<file path="src/rtl/ukf_column_packer_if.sv">
// Bus bundle for ukf_column_packer: command, input word stream and packed output beats.
// slave is the packer side, master is the producer/consumer side.
interface ukf_column_packer_if #(
  parameter int DATA_W = 32,
  parameter int LANES  = 4,
  parameter int IDX_W  = 4
);
  logic                    start;
  logic [IDX_W-1:0]        matrix_size;
  logic [IDX_W-1:0]        parallel_units;
  logic                    in_valid;
  logic                    in_ready;
  logic [DATA_W-1:0]       in_data;
  logic                    out_valid;
  logic                    out_ready;
  logic [LANES*DATA_W-1:0] out_data;
  logic [LANES-1:0]        out_mask;
  logic                    out_is_diag;
  logic                    out_col_end;
  logic                    out_last;
  logic [IDX_W-1:0]        out_col;
  logic [IDX_W-1:0]        out_row;
  logic                    busy;
  logic                    done;
  logic                    err_cfg;

  modport slave (
    input  start, matrix_size, parallel_units, in_valid, in_data, out_ready,
    output in_ready, out_valid, out_data, out_mask, out_is_diag, out_col_end,
           out_last, out_col, out_row, busy, done, err_cfg
  );

  modport master (
    output start, matrix_size, parallel_units, in_valid, in_data, out_ready,
    input  in_ready, out_valid, out_data, out_mask, out_is_diag, out_col_end,
           out_last, out_col, out_row, busy, done, err_cfg
  );
endinterface

</file>
<file path="src/rtl/ukf_column_packer.sv">
// Packs a column-major lower-triangular matrix stream into beats: one diagonal
// beat per column, then the sub-diagonal rows in packs of up to P lanes.
module ukf_column_packer #(
  parameter int DATA_W = 32,
  parameter int LANES  = 4,
  parameter int IDX_W  = 4
) (
  input logic                clock,
  input logic                reset,
  ukf_column_packer_if.slave bus
);
  typedef enum logic [1:0] {IDLE, DIAG, LOWER, PRESENT} state_t;

  localparam logic [IDX_W-1:0] ONE     = IDX_W'(1);
  localparam logic [IDX_W-1:0] LANES_I = IDX_W'(LANES);

  state_t                  state_q;
  logic [IDX_W-1:0]        n_q, p_q, col_q, row_q, cnt_q, out_row_q;
  logic [LANES*DATA_W-1:0] data_q;
  logic [LANES-1:0]        mask_q;
  logic                    diag_q, col_end_q, last_q, busy_q, done_q, err_q;

  logic [IDX_W-1:0] last_idx;
  logic             cfg_bad;
  logic             close_pack;

  assign last_idx   = n_q - ONE;
  assign cfg_bad    = (bus.matrix_size == '0) || (bus.parallel_units == '0) ||
                      (bus.parallel_units > LANES_I);
  assign close_pack = ((cnt_q + ONE) == p_q) || (row_q == last_idx);

  always_ff @(posedge clock) begin
    if (reset) begin
      state_q   <= IDLE;
      n_q       <= '0;
      p_q       <= '0;
      col_q     <= '0;
      row_q     <= '0;
      cnt_q     <= '0;
      out_row_q <= '0;
      data_q    <= '0;
      mask_q    <= '0;
      diag_q    <= 1'b0;
      col_end_q <= 1'b0;
      last_q    <= 1'b0;
      busy_q    <= 1'b0;
      done_q    <= 1'b0;
      err_q     <= 1'b0;
    end else begin
      done_q <= 1'b0;
      err_q  <= 1'b0;
      unique case (state_q)
        IDLE: begin
          if (bus.start) begin
            if (cfg_bad) begin
              err_q <= 1'b1;
            end else begin
              n_q     <= bus.matrix_size;
              p_q     <= bus.parallel_units;
              col_q   <= '0;
              busy_q  <= 1'b1;
              state_q <= DIAG;
            end
          end
        end
        DIAG: begin
          if (bus.in_valid) begin
            data_q                <= '0;
            data_q[DATA_W-1:0]    <= bus.in_data;
            mask_q                <= LANES'(1);
            diag_q                <= 1'b1;
            // Last column has no sub-diagonal rows, so its diagonal closes it.
            col_end_q             <= (col_q == last_idx);
            last_q                <= (col_q == last_idx);
            out_row_q             <= col_q;
            row_q                 <= col_q + ONE;
            state_q               <= PRESENT;
          end
        end
        LOWER: begin
          if (bus.in_valid) begin
            for (int unsigned k = 0; k < LANES; k++) begin
              if (cnt_q == IDX_W'(k)) begin
                data_q[k*DATA_W +: DATA_W] <= bus.in_data;
                mask_q[k]                  <= 1'b1;
              end
            end
            row_q <= row_q + ONE;
            cnt_q <= cnt_q + ONE;
            if (close_pack) begin
              col_end_q <= (row_q == last_idx);
              state_q   <= PRESENT;
            end
          end
        end
        PRESENT: begin
          if (bus.out_ready) begin
            data_q    <= '0;
            mask_q    <= '0;
            diag_q    <= 1'b0;
            col_end_q <= 1'b0;
            last_q    <= 1'b0;
            cnt_q     <= '0;
            if (last_q) begin
              busy_q  <= 1'b0;
              done_q  <= 1'b1;
              state_q <= IDLE;
            end else if (col_end_q) begin
              col_q   <= col_q + ONE;
              state_q <= DIAG;
            end else begin
              out_row_q <= row_q;
              state_q   <= LOWER;
            end
          end
        end
        default: state_q <= IDLE;
      endcase
    end
  end

  assign bus.in_ready    = (state_q == DIAG) || (state_q == LOWER);
  assign bus.out_valid   = (state_q == PRESENT);
  assign bus.out_data    = data_q;
  assign bus.out_mask    = mask_q;
  assign bus.out_is_diag = diag_q;
  assign bus.out_col_end = col_end_q;
  assign bus.out_last    = last_q;
  assign bus.out_col     = col_q;
  assign bus.out_row     = out_row_q;
  assign bus.busy        = busy_q;
  assign bus.done        = done_q;
  assign bus.err_cfg     = err_q;
endmodule

</file>
<file path="src/flat_wrapper.sv">
// flat-port wrapper written by rule: the top's interface ports become plain ports
module ukf_column_packer_flat 
#(
  parameter int DATA_W = 32,
  parameter int LANES  = 4,
  parameter int IDX_W  = 4
)
  (clock, reset, bus_start, bus_matrix_size, bus_parallel_units, bus_in_valid, bus_in_data, bus_out_ready, bus_in_ready, bus_out_valid, bus_out_data, bus_out_mask, bus_out_is_diag, bus_out_col_end, bus_out_last, bus_out_col, bus_out_row, bus_busy, bus_done, bus_err_cfg);
  ukf_column_packer_if #(.DATA_W(DATA_W), .LANES(LANES), .IDX_W(IDX_W)) bus_i ();
  input logic clock;
  input logic reset;
  input wire logic [$bits(bus_i.start)-1:0] bus_start;
  input wire logic [$bits(bus_i.matrix_size)-1:0] bus_matrix_size;
  input wire logic [$bits(bus_i.parallel_units)-1:0] bus_parallel_units;
  input wire logic [$bits(bus_i.in_valid)-1:0] bus_in_valid;
  input wire logic [$bits(bus_i.in_data)-1:0] bus_in_data;
  input wire logic [$bits(bus_i.out_ready)-1:0] bus_out_ready;
  output wire logic [$bits(bus_i.in_ready)-1:0] bus_in_ready;
  output wire logic [$bits(bus_i.out_valid)-1:0] bus_out_valid;
  output wire logic [$bits(bus_i.out_data)-1:0] bus_out_data;
  output wire logic [$bits(bus_i.out_mask)-1:0] bus_out_mask;
  output wire logic [$bits(bus_i.out_is_diag)-1:0] bus_out_is_diag;
  output wire logic [$bits(bus_i.out_col_end)-1:0] bus_out_col_end;
  output wire logic [$bits(bus_i.out_last)-1:0] bus_out_last;
  output wire logic [$bits(bus_i.out_col)-1:0] bus_out_col;
  output wire logic [$bits(bus_i.out_row)-1:0] bus_out_row;
  output wire logic [$bits(bus_i.busy)-1:0] bus_busy;
  output wire logic [$bits(bus_i.done)-1:0] bus_done;
  output wire logic [$bits(bus_i.err_cfg)-1:0] bus_err_cfg;
  assign bus_i.start = bus_start;
  assign bus_i.matrix_size = bus_matrix_size;
  assign bus_i.parallel_units = bus_parallel_units;
  assign bus_i.in_valid = bus_in_valid;
  assign bus_i.in_data = bus_in_data;
  assign bus_i.out_ready = bus_out_ready;
  assign bus_in_ready = bus_i.in_ready;
  assign bus_out_valid = bus_i.out_valid;
  assign bus_out_data = bus_i.out_data;
  assign bus_out_mask = bus_i.out_mask;
  assign bus_out_is_diag = bus_i.out_is_diag;
  assign bus_out_col_end = bus_i.out_col_end;
  assign bus_out_last = bus_i.out_last;
  assign bus_out_col = bus_i.out_col;
  assign bus_out_row = bus_i.out_row;
  assign bus_busy = bus_i.busy;
  assign bus_done = bus_i.done;
  assign bus_err_cfg = bus_i.err_cfg;
  ukf_column_packer #(.DATA_W(DATA_W), .LANES(LANES), .IDX_W(IDX_W)) u_core (.clock(clock), .reset(reset), .bus(bus_i));
endmodule
</file>
<file path="config.mk">
export PLATFORM = sky130hd
export DESIGN_NAME = ukf_column_packer_flat
export DESIGN_NICKNAME = d
export VERILOG_FILES = /design/src/rtl/ukf_column_packer_if.sv /design/src/rtl/ukf_column_packer.sv /design/src/flat_wrapper.sv
export SDC_FILE = /design/constraint.sdc
export NUM_CORES = 1
export LEC_CHECK = 0
export BUFFER_PORTS_ARGS = -buffer_cell sky130_fd_sc_hd__buf_4
export CORE_ASPECT_RATIO = 0.8
export CORE_MARGIN = 1
export CORE_UTILIZATION = 46
export CTS_CLUSTER_DIAMETER = 80
export DETAILED_ROUTE_END_ITERATION = 16
export PLACE_DENSITY_LB_ADDON = 0.12
export RECOVER_POWER = 50
export REMOVE_ABC_BUFFERS = 1
export SYNTH_ARGS = -nofsm -noshare
export SYNTH_HDL_FRONTEND = slang
export SYNTH_SLANG_ARGS = --single-unit
</file>
<file path="constraint.sdc">
create_clock -name clock -period 2.3 [get_ports clock]
set_input_delay 0.345 -clock clock [delete_from_list [all_inputs] [get_ports clock]]
set_output_delay 0.345 -clock clock [all_outputs]
set_load 0.005 [all_outputs]
</file>
# Word-level counts from Yosys, hierarchy flattened

Index checks and enable logic that the tools add are counted.

$add $sub $neg: 4
Multiply operators: 0
Div/mod/pow operators: 0
$lt $le $gt $ge: 1
Equality and inequality tests: 23
Shift operators: 0
Muxes and demuxes: 56
Bitwise operators: 5
Reduce and logical (&&, ||, !) cells: 28

Operators by type and width:

| kind                                                   | number |
|---|---|
| 2-to-1 mux 128 bit                                     | 3 |
| case mux 128 bit (3 select lines)                      | 1 |
| 2-to-1 mux 32 bit                                      | 4 |
| 2-to-1 mux 4 bit                                       | 15 |
| AND reduction 5 bit                                    | 7 |
| case mux 4 bit (2 select lines)                        | 4 |
| 2-to-1 mux 2 bit                                       | 8 |
| 2-to-1 mux 1 bit                                       | 15 |
| inequality test 2 x 1 -> 1 bit (second input constant) | 7 |
| inequality test 2 bit (second input constant)          | 7 |
| adder 4 x 1 -> 4 bit (second input constant)           | 3 |
| equality test 4 bit                                    | 3 |
| logical NOT 4 bit                                      | 3 |
| case mux 4 bit (3 select lines)                        | 1 |
| AND reduction 3 bit                                    | 4 |
| AND reduction 6 bit                                    | 2 |
| equality test 4 x 2 -> 1 bit (second input constant)   | 2 |
| case mux 2 bit (4 select lines)                        | 1 |
| nonzero test 2 bit                                     | 4 |
| case mux 1 bit (2 select lines)                        | 3 |
| OR reduction 3 bit                                     | 2 |
| inverter 1 bit                                         | 5 |
| equality test 2 bit (second input constant)            | 2 |
| equality test 4 x 1 -> 1 bit (second input constant)   | 1 |
| 7 further kinds                                        | 10 |

Register bits: 164
Bits in latches: 0
RAM bits: 0
Memory bits (read-only): 0
Bits of input ports: 45
Output and inout port bits: 148
Logic and storage cells: 138
Memories: 0

# Logic depth before layout (Yosys ltp)

Depth after elaboration: 6
Depth in mapped cells: 8

# Worst setup path after synthesis

No wires, ideal clock.

Path kind: flip-flop to flip-flop
Start: register u_core.n_q[0]
End: register u_core.state_q[1]
Library setup time: 0.121 ns
Arrival: 2.048 ns
Required time: 2.179 ns
Path slack: 0.131 ns
Cell stages (with the launch flop): 8
Clock period less this slack: 2.169 ns
Cells stage by stage: dfxtp_1 > inv_1 > ha_1 > xnor2_2 > xnor2_1 > or4_4 > a311o_1 > mux2_2

Word-level cells in the longest chain between the ends: 5

RTL lines:

| element                                         | line                    | source |
|---|---|---|
| start: declaration                              | ukf_column_packer.sv:18 | `logic [IDX_W-1:0] n_q, p_q, col_q, row_q, cnt_q, out_row_q;` |
| start signal: assignment                        | ukf_column_packer.sv:58 | `n_q <= bus.matrix_size;` |
| subtractor 4 x 1 -> 4 bit                       | ukf_column_packer.sv:27 | `assign last_idx = n_q - ONE;` |
| equality test 4 bit                             | ukf_column_packer.sv:30 | `assign close_pack = ((cnt_q + ONE) == p_q) \|\| (row_q == last_idx);` |
| logical OR 1 bit                                | ukf_column_packer.sv:30 |  |
| inequality test 2 x 1 -> 1 bit (no source line) | n/a                     |  |
| AND reduction 6 bit (no source line)            | n/a                     |  |
| end signal: assignment                          | ukf_column_packer.sv:34 | `state_q <= IDLE;` |
| end signal: assignment                          | ukf_column_packer.sv:62 | `state_q <= DIAG;` |
| end signal: assignment                          | ukf_column_packer.sv:77 | `state_q <= PRESENT;` |
| end: declaration                                | ukf_column_packer.sv:17 | `state_t state_q;` |

Every way passes these cells.
A chain may end at the register's enable or synchronous reset.

# Worst setup path in the final report

Same ends and word-level chain as after synthesis.

==> flow_summary.ini <==
[outcome]
status = finished, final reports clean

[critical_path]
worstPathArrival_ns = 2.56
crit_end = u_core.state_q[1]
r2r-start = u_core.n_q[0]
worst-r2r-cell-count = 5
reg2reg_to = u_core.state_q[1]
start_kind = flip-flop
r2r_slack_ns = 0.04
cp_max_fo = 4
cp_data_required_time_ns = 2.60
path_class = reg -> reg
startpoint = u_core.n_q[0]
end_kind = flip-flop

[clock_tree]
post_cts_buffers = 0
cts_buffer_depth = 2
cts.sinks = 164
cts_tree = built
cts_hold_buf = 0
cts_resized = 0
clk_latency_ns = 0.42
clock-root-buffer = clkbuf_16
cts_htree_levels = 4
cts.clk_slew.worst_paths_ns = 0.06
cts_buffers = 17

[floorplanning]
placementRows = 38
die_area_um2 = 14600
io_pins = 193
die_h_um = 108
core_um2 = 13600
dieWidth_um = 135
initial_core_util = 0.475

[routing]
dr_total_vias = 6355
viasPerCell = 5.83
drc = 0
wire_per_inst_um = 18.9
final_antenna_net_count = 0
drt_iter0_drc = 660
wirelength_mm = 20.6
drtPass1Iterations = 6

[power_and_ir_drop]
p_per_area_nw_per_um2 = 823
total_leakage_power_nw = 3.40
vdd_drop_max_uv = 666

[yosys]
ys_seq_elements = 164
syn_inst = 709
synth_cell_type_count = 49
syn_avg_cell_area_um2 = 9.15
synthTopCellsByArea = dfxtp_1 (51%), a32oi_1 (13%), nor2_1 (7.5%)
synth_largest_area_cell = dfxtp_1
yosysWarnings = 0
async_flop_share = 0
yosys.area.top_type_share = 0.506
synth-edff-count = 0
synth_ff_type = dfxtp_1
ys_seq_area_frac = 0.506
synth.cell_area_um2 = 6490

[final_layout]
layout_commonest_cell = dfxtp_1
syn_to_final_growth_pct = 35.6
diodes = 0
final_cell_mix = dfxtp_1 (163), nor2_1 (129), clkbuf_4 (114)
drive_above_1_share = 0.262
final_nets = 955

[sta]
setup_viol = 0
hold_viol_final = 0
skew_ns = 0.0115
slew_headroom = 0.574
setup_ws_ns = 0.0378
post-route-period-util = 0.984
fmax_mhz = 442
worstMarginPinSlew_ns = 0.638
rsz0062_at_grt = no
holdWs_ns = 0.179
min_period_ns = 2.26
drv_slew = 0

[place]
post-dp-hpwl_mm = 13.8
place.gp.congestion = 0.829
numPortBuffers = 192
preCtsSetupSlack_ns = 0.0451

[global_route]
grt_max_degree = 119
antenna_found_initial = 0
grt_usage = 0.279
grt_pass1_vias = 5824
grt_overflow = 0
grt_pass1_wl_mm = 31.5

[run]
maxCapViolations = 0

[hold_path]
hold_path_class = in -> reg
[report_power, final]
part | switching (W) | internal (W) | total [W]
Clock | 0.00106 | 0.00164 | 0.00270
Combinational | 0.000899 | 0.000560 | 0.00146
Sequential | 0.0000936 | 0.00299 | 0.00309
Total | 0.00205 | 0.00519 | 0.00724
[worst min-delay path by stage]
stage,startpoint,slack [ns],cells after the start,endpoint
global placement,u_core.bus.out_data[15],0.44,2,u_core.bus.out_data[15]
finish,bus_start,0.18,3,u_core.bus.err_cfg
CTS,bus_start,0.16,3,u_core.bus.err_cfg
detailed placement,u_core.bus.out_data[27],0.45,2,u_core.bus.out_data[27]
global route,bus_matrix_size[3],0.17,3,u_core.n_q[3]
floorplan,reset,0.41,1,u_core.bus.out_col[0]
[sequential cells by signal, summed over array words and instances (netlist names), 4 cells and up]
signal and flops:
u_core.bus.out_mask 4, u_core.row_q 4, u_core.bus.out_col 4, u_core.bus.out_data 128
u_core.bus.out_row 4, u_core.cnt_q 4, u_core.p_q 4, u_core.n_q 4
[per-stage QoR]
| stage | cell area, um2 | total power [W] | TNS [ns] | cells | util |
|---|---|---|---|---|---|
| 6_report | 8800 | 0.00724 | 0 | 1090 | 0.645 |
| 3_5_place_dp | 8340 | 0.00462 | 0 | 1059 | 0.611 |
| 3_3_place_gp | 8340 | 0.00458 | 0 | 1059 | 0.611 |
| 2_1_floorplan | 6230 | 0.00379 | -259.28 | 644 | - |
| 5_1_grt | 8800 | 0.00754 | 0 | 1090 | 0.645 |
| 4_1_cts | 8900 | 0.00731 | 0 | 1090 | 0.652 |
[critical path: stages (launching register included)]
cell and delay, ns:
dfxtp_2 0.34, or3_4 0.40, xnor2_1 0.14, or4_4 0.57, a311o_1 0.41, mux2_2 0.29
[cells in the mapped netlist (7+ instances only)]
cell,count
a32oi_1,96
nand2_1,44
a21oi_1,49
nor3_1,7
nor2_1,129
dfxtp_1,164
nand3_1,39
xnor2_1,11
clkbuf_1,49
buf_2,11
a211oi_1,7
o21ai_0,8
ha_1,12
mux2i_1,12
inv_1,7
[logic make-up (layout without fill, tap and decap cells)]
logic type	Yosys count	after routing	synth area share
adder cells (fa/ha/maj)	12	12	0.0231
multiplexers	13	13	0.0203
AND/OR/NAND/NOR	246	246	0.169
flip-flops	164	164	0.506
XOR/XNOR	18	18	0.0278
buffers and inverters	73	274	0.0446
AO/OA/AOI/OAI	183	183	0.210
[per-layer routing]
layer  vias up  track usage  part of all wire
li1       2978            -                 -
met4         0        0.109             0.017
met1      3012        0.364              0.43
met3        28       0.0708             0.094
met2       337        0.444              0.46
met5         -            0                 0
[layout make-up]
type	count	area [um2]
Timing Repair Buffer	235	1710
Clock buffer	29	520
Multi-Input combinational cell	472	2990
Clock inverter	2	38.8
Tap cell	180	225
Fill cell	1146	4850
Inverter	8	30.0
Sequential cell	164	3280
(Power assumes the default switching activity.)
